$ cat config.mk
export PLATFORM = sky130hd
export DESIGN_NAME = ifu_flat
export DESIGN_NICKNAME = d
export VERILOG_FILES = /design/src/rtl/ifu_if.sv /design/src/rtl/ifu.sv /design/src/flat_wrapper.sv
export SDC_FILE = /design/constraint.sdc
export NUM_CORES = 1
export LEC_CHECK = 0
export BUFFER_PORTS_ARGS = -buffer_cell sky130_fd_sc_hd__buf_2
export CAP_MARGIN = 20
export CORE_MARGIN = 4
export CORE_UTILIZATION = 31
export CTS_CLUSTER_SIZE = 28
export DETAILED_ROUTE_END_ITERATION = 8
export HOLD_SLACK_MARGIN = 0.1
export PLACE_DENSITY = 0.65
export SYNTH_ARGS = -nofsm -noshare
export SYNTH_HDL_FRONTEND = slang
export SYNTH_SLANG_ARGS = --single-unit
$ cat constraint.sdc
create_clock -name clk -period 2.3 [get_ports clk]
set_clock_uncertainty 0.1 [all_clocks]
set_input_delay 0.115 -clock clk [delete_from_list [all_inputs] [get_ports clk]]
set_output_delay 0.115 -clock clk [all_outputs]
set_load 0.005 [all_outputs]
$ cat src/rtl/ifu_if.sv
// Instruction-fetch bus: imem request/response plus the decode-stage handoff.
interface ifu_if;
  localparam int unsigned XLEN = 32;

  logic            imem_req_valid;
  logic            imem_req_ready;
  logic [XLEN-1:0] imem_req_addr;
  logic            imem_rsp_valid;
  logic [XLEN-1:0] imem_rsp_data;
  logic            imem_rsp_err;
  logic            inst_valid;
  logic            inst_ready;
  logic [XLEN-1:0] inst;
  logic [XLEN-1:0] pc;
  logic            fetch_fault;

  // Fetch unit side
  modport master (
    output imem_req_valid, imem_req_addr,
    input  imem_req_ready,
    input  imem_rsp_valid, imem_rsp_data, imem_rsp_err,
    output inst_valid, inst, pc, fetch_fault,
    input  inst_ready
  );

  // Memory / decode side
  modport slave (
    input  imem_req_valid, imem_req_addr,
    output imem_req_ready,
    output imem_rsp_valid, imem_rsp_data, imem_rsp_err,
    input  inst_valid, inst, pc, fetch_fault,
    output inst_ready
  );
endinterface

$ cat src/rtl/ifu.sv
// Instruction fetch unit: issues one word fetch at a time, buffers the returned
// word for decode, then waits for the next PC from execute.
module ifu #(
  parameter logic [31:0] RESET_PC = 32'h8000_0000
) (
  input  logic        clk,
  input  logic        rst_n,
  ifu_if.master       bus,
  input  logic        npc_valid,
  input  logic [31:0] npc,
  input  logic        halt,
  output logic [31:0] fetch_count
);
  localparam int unsigned XLEN = 32;
  localparam logic [XLEN-1:0] NOP_INST = 32'h0000_0013;

  typedef enum logic [2:0] {
    S_REQ    = 3'd0,
    S_WAIT   = 3'd1,
    S_OUT    = 3'd2,
    S_NEXT   = 3'd3,
    S_HALTED = 3'd4
  } state_t;

  state_t          state;
  logic [XLEN-1:0] pc_reg;
  logic [XLEN-1:0] inst_buf;
  logic            fault_q;
  logic [XLEN-1:0] pend_pc;
  logic            pend_valid;
  logic            halt_seen;
  logic [XLEN-1:0] count;
  logic            aligned;
  logic            halting;

  // A misaligned PC never reaches memory; a halt request is remembered until reset.
  assign aligned = (pc_reg[1:0] == 2'b00);
  assign halting = halt | halt_seen;

  // Outputs decode straight from registered state; gated so nothing is offered in reset.
  assign bus.imem_req_valid = rst_n && (state == S_REQ) && aligned;
  assign bus.imem_req_addr  = pc_reg;
  assign bus.inst_valid     = rst_n && (state == S_OUT);
  assign bus.inst           = inst_buf;
  assign bus.pc             = pc_reg;
  assign bus.fetch_fault    = fault_q;
  assign fetch_count        = count;

  // Fetch sequencer, PC, pending next-PC slot and instruction buffer.
  always_ff @(posedge clk) begin
    if (!rst_n) begin
      state      <= S_REQ;
      pc_reg     <= RESET_PC;
      inst_buf   <= '0;
      fault_q    <= 1'b0;
      pend_pc    <= '0;
      pend_valid <= 1'b0;
      halt_seen  <= 1'b0;
      count      <= '0;
    end else begin
      if (halt) halt_seen <= 1'b1;

      case (state)
        S_REQ: begin
          if (!aligned) begin
            if (halting) begin
              state <= S_HALTED;
            end else begin
              inst_buf <= NOP_INST;
              fault_q  <= 1'b1;
              state    <= S_OUT;
            end
          end else if (bus.imem_req_ready) begin
            state <= S_WAIT;
          end else if (halting) begin
            state <= S_HALTED;
          end
        end

        S_WAIT: begin
          if (npc_valid) begin
            pend_pc    <= npc;
            pend_valid <= 1'b1;
          end
          if (bus.imem_rsp_valid) begin
            if (halting) begin
              state <= S_HALTED;
            end else begin
              inst_buf <= bus.imem_rsp_err ? NOP_INST : bus.imem_rsp_data;
              fault_q  <= bus.imem_rsp_err;
              state    <= S_OUT;
            end
          end
        end

        S_OUT: begin
          if (bus.inst_ready) begin
            count      <= count + 32'd1;
            pend_valid <= 1'b0;
            if (halting) begin
              state <= S_HALTED;
            end else if (npc_valid) begin
              pc_reg <= npc;
              state  <= S_REQ;
            end else if (pend_valid) begin
              pc_reg <= pend_pc;
              state  <= S_REQ;
            end else begin
              state <= S_NEXT;
            end
          end else if (npc_valid) begin
            pend_pc    <= npc;
            pend_valid <= 1'b1;
          end
        end

        S_NEXT: begin
          if (halting) begin
            state <= S_HALTED;
          end else if (npc_valid) begin
            pc_reg     <= npc;
            pend_valid <= 1'b0;
            state      <= S_REQ;
          end else if (pend_valid) begin
            pc_reg     <= pend_pc;
            pend_valid <= 1'b0;
            state      <= S_REQ;
          end
        end

        S_HALTED: state <= S_HALTED;

        default: state <= S_REQ;
      endcase
    end
  end
endmodule
$ cat src/flat_wrapper.sv
// flat-port wrapper written by rule: the top's interface ports become plain ports
module ifu_flat 
#(
  parameter logic [31:0] RESET_PC = 32'h8000_0000
)
  (clk, rst_n, npc_valid, npc, halt, fetch_count, bus_imem_req_valid, bus_imem_req_addr, bus_imem_req_ready, bus_imem_rsp_valid, bus_imem_rsp_data, bus_imem_rsp_err, bus_inst_valid, bus_inst, bus_pc, bus_fetch_fault, bus_inst_ready);
  ifu_if bus_i ();
  input  logic clk;
  input  logic rst_n;
  input  logic npc_valid;
  input  logic [31:0] npc;
  input  logic halt;
  output logic [31:0] fetch_count;
  output wire logic [$bits(bus_i.imem_req_valid)-1:0] bus_imem_req_valid;
  output wire logic [$bits(bus_i.imem_req_addr)-1:0] bus_imem_req_addr;
  input wire logic [$bits(bus_i.imem_req_ready)-1:0] bus_imem_req_ready;
  input wire logic [$bits(bus_i.imem_rsp_valid)-1:0] bus_imem_rsp_valid;
  input wire logic [$bits(bus_i.imem_rsp_data)-1:0] bus_imem_rsp_data;
  input wire logic [$bits(bus_i.imem_rsp_err)-1:0] bus_imem_rsp_err;
  output wire logic [$bits(bus_i.inst_valid)-1:0] bus_inst_valid;
  output wire logic [$bits(bus_i.inst)-1:0] bus_inst;
  output wire logic [$bits(bus_i.pc)-1:0] bus_pc;
  output wire logic [$bits(bus_i.fetch_fault)-1:0] bus_fetch_fault;
  input wire logic [$bits(bus_i.inst_ready)-1:0] bus_inst_ready;
  assign bus_imem_req_valid = bus_i.imem_req_valid;
  assign bus_imem_req_addr = bus_i.imem_req_addr;
  assign bus_i.imem_req_ready = bus_imem_req_ready;
  assign bus_i.imem_rsp_valid = bus_imem_rsp_valid;
  assign bus_i.imem_rsp_data = bus_imem_rsp_data;
  assign bus_i.imem_rsp_err = bus_imem_rsp_err;
  assign bus_inst_valid = bus_i.inst_valid;
  assign bus_inst = bus_i.inst;
  assign bus_pc = bus_i.pc;
  assign bus_fetch_fault = bus_i.fetch_fault;
  assign bus_i.inst_ready = bus_inst_ready;
  ifu #(.RESET_PC(RESET_PC)) u_core (.clk(clk), .rst_n(rst_n), .bus(bus_i), .npc_valid(npc_valid), .npc(npc), .halt(halt), .fetch_count(fetch_count));
endmodule
# Yosys cells after proc, flatten, opt, wreduce, memory -nomap -nowiden
# Cells that the tools add are included.
[word_totals]
regBits = 134
in_bits = 72
output_inout_bits = 131
word_cells = 74
[op_classes]
addsub = 1
n_reduce_logical = 15
muxes = 36
n_eq_ne = 13
bitwise = 1
[ops]
columns = ["operator", "n"]
rows = [
  ["$mux 32", 11],
  ["$pmux 32 s2", 3],
  ["$mux 3", 11],
  ["$add 32x1->32 const B", 1],
  ["$pmux 3 s5", 1],
  ["$ne 2x2->1 const B", 7],
  ["$reduce_and 2->1", 4],
  ["$mux 1", 7],
  ["$eq 3x2->1 const B", 2],
  ["$reduce_bool 2->1", 3],
  ["$reduce_and 5->1", 1],
  ["$ne 4x2->1 const B", 1],
  ["$ne 4x4->1 const B", 1],
  ["$reduce_and 4->1", 1],
  ["$eq 3x1->1 const B", 1],
  ["$eq 3x3->1 const B", 1],
  ["$logic_and 1x1->1", 3],
  ["$logic_not 3->1", 1],
  ["$pmux 1 s3", 1],
  ["$reduce_bool 3->1", 1],
  ["$logic_not 2->1", 1],
  ["$mux 2", 1],
  ["$pmux 1 s2", 1],
  ["$or 1x1->1", 1],
]

# Logic depth before layout (Yosys ltp)
[depth]
word_depth = 5
ltp_mapped = 8
depth_no_buf = 6

# Worst setup path before layout
# OpenSTA, ideal clock, no wires.
[synth_path]
kind = "register -> register"
from = "register u_core.state[0]"
to = "register u_core.inst_buf[21], in the netlist u_core.bus.inst[21]"
arrival_ps = 1644
path_buffers = 2
required_time_ps = 2083
synth_period_minus_slack_ps = 1861
setup_ps = 117
path_stages_with_launch = 8
slack_ps = 439
cell_sequence = "dfxtp_1 -> or4_4 -> nand3_2 -> a21oi_2 -> and3_1 -> buf_2 -> buf_6 -> a22o_1"
[synth_between]
elab_chain_len = 3
elab_cells_between_ends = 9
cone_classes = "5 x eq/ne; 1 x mux; 3 x reduce/logical"
[synth_rtl]
columns = ["element", "line_no", "text"]
rows = [
  ["start: declaration", "ifu.sv:25", "state_t state;"],
  ["start signal: assignment", "ifu.sv:52", "state <= S_REQ;"],
  ["start signal: assignment", "ifu.sv:67", "state <= S_HALTED;"],
  ["start signal: assignment", "ifu.sv:71", "state <= S_OUT;"],
  ["$eq 3x1->1 or $logic_not 3->1 (tied branches)", "ifu.sv:63", "case (state)"],
  ["$ne 2x2->1 (no source line) or $reduce_bool 2->1 (tied branches)", "--", ""],
  ["$reduce_and 5->1 (no source line)", "--", ""],
  ["end signal: assignment", "ifu.sv:89", "inst_buf <= bus.imem_rsp_err ? NOP_INST : bus.imem_rsp_data;"],
  ["end: declaration", "ifu.sv:27", "logic [XLEN-1:0] inst_buf;"],
]
# Parallel ways exist; a longest one is shown, timed or not.
# A chain may end at the register's enable or synchronous reset.

# Worst setup path in the final report
[layout_path]
from = "register u_core.state[2]"
to = "register u_core.inst_buf[16], in the netlist u_core.bus.inst[16]"
# The elaborated chain is that of the path after synthesis.

==> metrics.csv <==
metric,value,unit
status,completed,
vias,5249,
synth_cell_type_count,50,
netlist_instances,627,
fin_tns_setup,0,ns
final_common_cell,buf_2,
core,18770,µm²
crit_cells,7,
start_kind,register,
layout.nets,942,
gp_congestion,0.7811,
whs,0.1294,ns
grt_pass1_vias,5069,
whs_path_depth,5,
dieArea,21360,µm²
grt_overflow,0,
post-route-drc-count,0,
antenna_found_initial,1,
synth_ff_type,dfxtp_1,
power.density,701.1,nW/µm²
chipHeight,146.2,µm
rsz0062_at_grt,no,
cts_setup_buffers,0,
async_reset_ff_frac,0,
syn2layout_area_growth,42.31,%
worst_pin_slew,0.5945,ns
wl_per_cell,14.29,µm
groute.usage.overall,0.1489,
cts_buffers,17,
vias_per_cell,4.699,
slowest_stage,or4_4,
r2r-start,u_core.state[2],
p_leak,4.185,nW
min-delay-start,bus_imem_rsp_err,
grt_pass1_wl,26.16,mm
critPathRequiredTime,2.55,ns
yosys_warnings,0,
synth.avg_cell_area,9.437,µm²
timing.final.hold_violations,0,
start_util,0.3153,
io_buffers,202,
clk_pin_slew,0.06,ns
nFillCells,1797,
cts_tree,yes,
cts_resized,0,
report.final.slew_viol_count,0,
ys_seq_elements,134,
synth_edf_count,0,
cts_sinks,134,
worst_skew_pair.late_latency,0.41,ns
cts-root-buf,clkbuf_16,
ys_seq_area_frac,0.4534,
slew_headroom,0.6037,
worstSetupStartpoint,u_core.state[2],
period_share,0.8780,
worstPathArrival,2.27,ns
pre_cts_ws,0.1183,ns
ant_nets,0,
crit_fanout,29,
htreeDepth,4,
cp_cell_sequence,"or4_4, nand3_2, a21oi_2, buf_4, nor2b_2, buf_4, a22o_1",
cp_top_family,simple AND/OR/NAND/NOR gates,
layoutNonFillerInstCount,1117,
crit_top_cell,buf_4,
worstHoldPathType,in -> reg,
critPathKind,reg -> reg,
dp.cells,1010,
dp_hpwl,10.18,mm
netlist_area,5917,µm²
ioPinCount,203,
clk_path_buf_depth,2,
crit_path_max_incr_delay,0.57,ns
die_x,146.2,µm
endpoint_kind,register,
drive_above_1_share,0.3050,
dr.first_iter.drc_count,164,
num_rows,50,
setup-violations-final,0,
stdcell_area,8421,µm²
holdBufCountCts,73,
placed_cell_area,6998,µm²
layout_setup_ws,0.2805,ns
mostFrequentLayoutCells,"buf_2 (201), dfxtp_1 (134), nand2_1 (119)",
rr_worst_depth,7,
timing.fmax,495.2,MHz
first_pass_iters,4,
min_period,2.019,ns
grt_max_degree,88,
ir_drop,0.0004823,V
syn-num-nets,700,
wl,15.96,mm
drv_cap,0,
path_buf_inv,2,
-- per-stage QoR --
stage                     utilization  total power, W
after global placement         0.3729        0.002820
after CTS                      0.4471        0.006015
final                          0.4487        0.005904
after global routing           0.4487        0.006167
after floorplan                     -        0.002662
after detailed placement       0.3729        0.002822
-- worst register-to-register path: stages, from the launching register on --
cell and delay [ns]:
dfxtp_1 0.37, or4_4 0.57, nand3_2 0.09, a21oi_2 0.04, buf_4 0.17, nor2b_2 0.10, buf_4 0.31, a22o_1 0.22
-- registers in the layout (all words and copies together), names as in the netlist --
signal                    count
u_core.bus.fetch_fault        1
u_core.bus.imem_req_addr     32
u_core.bus.inst              32
u_core.fetch_count           32
u_core.halt_seen              1
u_core.pend_pc               32
u_core.pend_valid             1
u_core.state                  3
-- cell usage after synthesis (all sizes together), types with 2 or more instances --
cell type,count,area share
a21boi,42,0.053
a22o,29,0.043
and2,20,0.021
and3,4,0.0044
and4,3,0.0044
buf,48,0.056
clkbuf,24,0.015
dfxtp,134,0.45
inv,7,0.0044
mux2i,34,0.058
nand2,119,0.075
nand2b,2,0.0021
nand3,12,0.011
nand3b,3,0.0038
nand4,12,0.020
nor2,19,0.013
nor2b,5,0.0053
nor3,11,0.010
nor4,5,0.010
o211a,35,0.059
o211ai,2,0.0025
o21ai,14,0.012
o31ai,2,0.0025
or3,7,0.0074
or4,3,0.0044
xnor2,15,0.022
xor2,5,0.0074
-- final cells by class --
cell class | instances | area (µm²) | share of cell area
clock inverter | 14 | 222.7 | 0.02645
multi-input combinational | 414 | 2790 | 0.3314
antenna | 1 | 2.502 | 0.0002972
timing repair buffer | 295 | 1964 | 0.2333
inverter | 7 | 26.28 | 0.003120
clock buffer | 18 | 439.2 | 0.05215
tap | 234 | 292.8 | 0.03477
sequential | 134 | 2683 | 0.3186
-- path summary, 6_finish.rpt --
path,endpoint,slack (ns)
max reg2reg,u_core.bus.inst[16],0.28
min,u_core.bus.fetch_fault,0.13
min reg2reg,u_core.pend_pc[1],0.36
max,u_core.bus.inst[16],0.28
-- metal layers --
layer  vias up  global-route usage  share of wire
met5         -                   0              0
li1       2662                   -              -
met3        11             0.04097          0.056
met1      2425              0.1928           0.46
met2       151              0.2410           0.47
met4         0             0.04845          0.011
-- power by group --
group / internal (W) / switching [W] / total (W)
registers: 0.00236 / 0.0000294 / 0.00239
logic: 0.000253 / 0.000220 / 0.000473
clock network: 0.00197 / 0.00107 / 0.00304
total: 0.00459 / 0.00132 / 0.00590
-- kinds of logic after synthesis --
logic type,count (synthesis),synth area share
simple gates,230,0.2017
fa+ha+maj,1,0.002114
mux,35,0.05942
flops,134,0.4534
buf+inv,79,0.07549
compound gates,128,0.1783
xor+xnor,20,0.02960
Power figures use the tool's default switching activity.
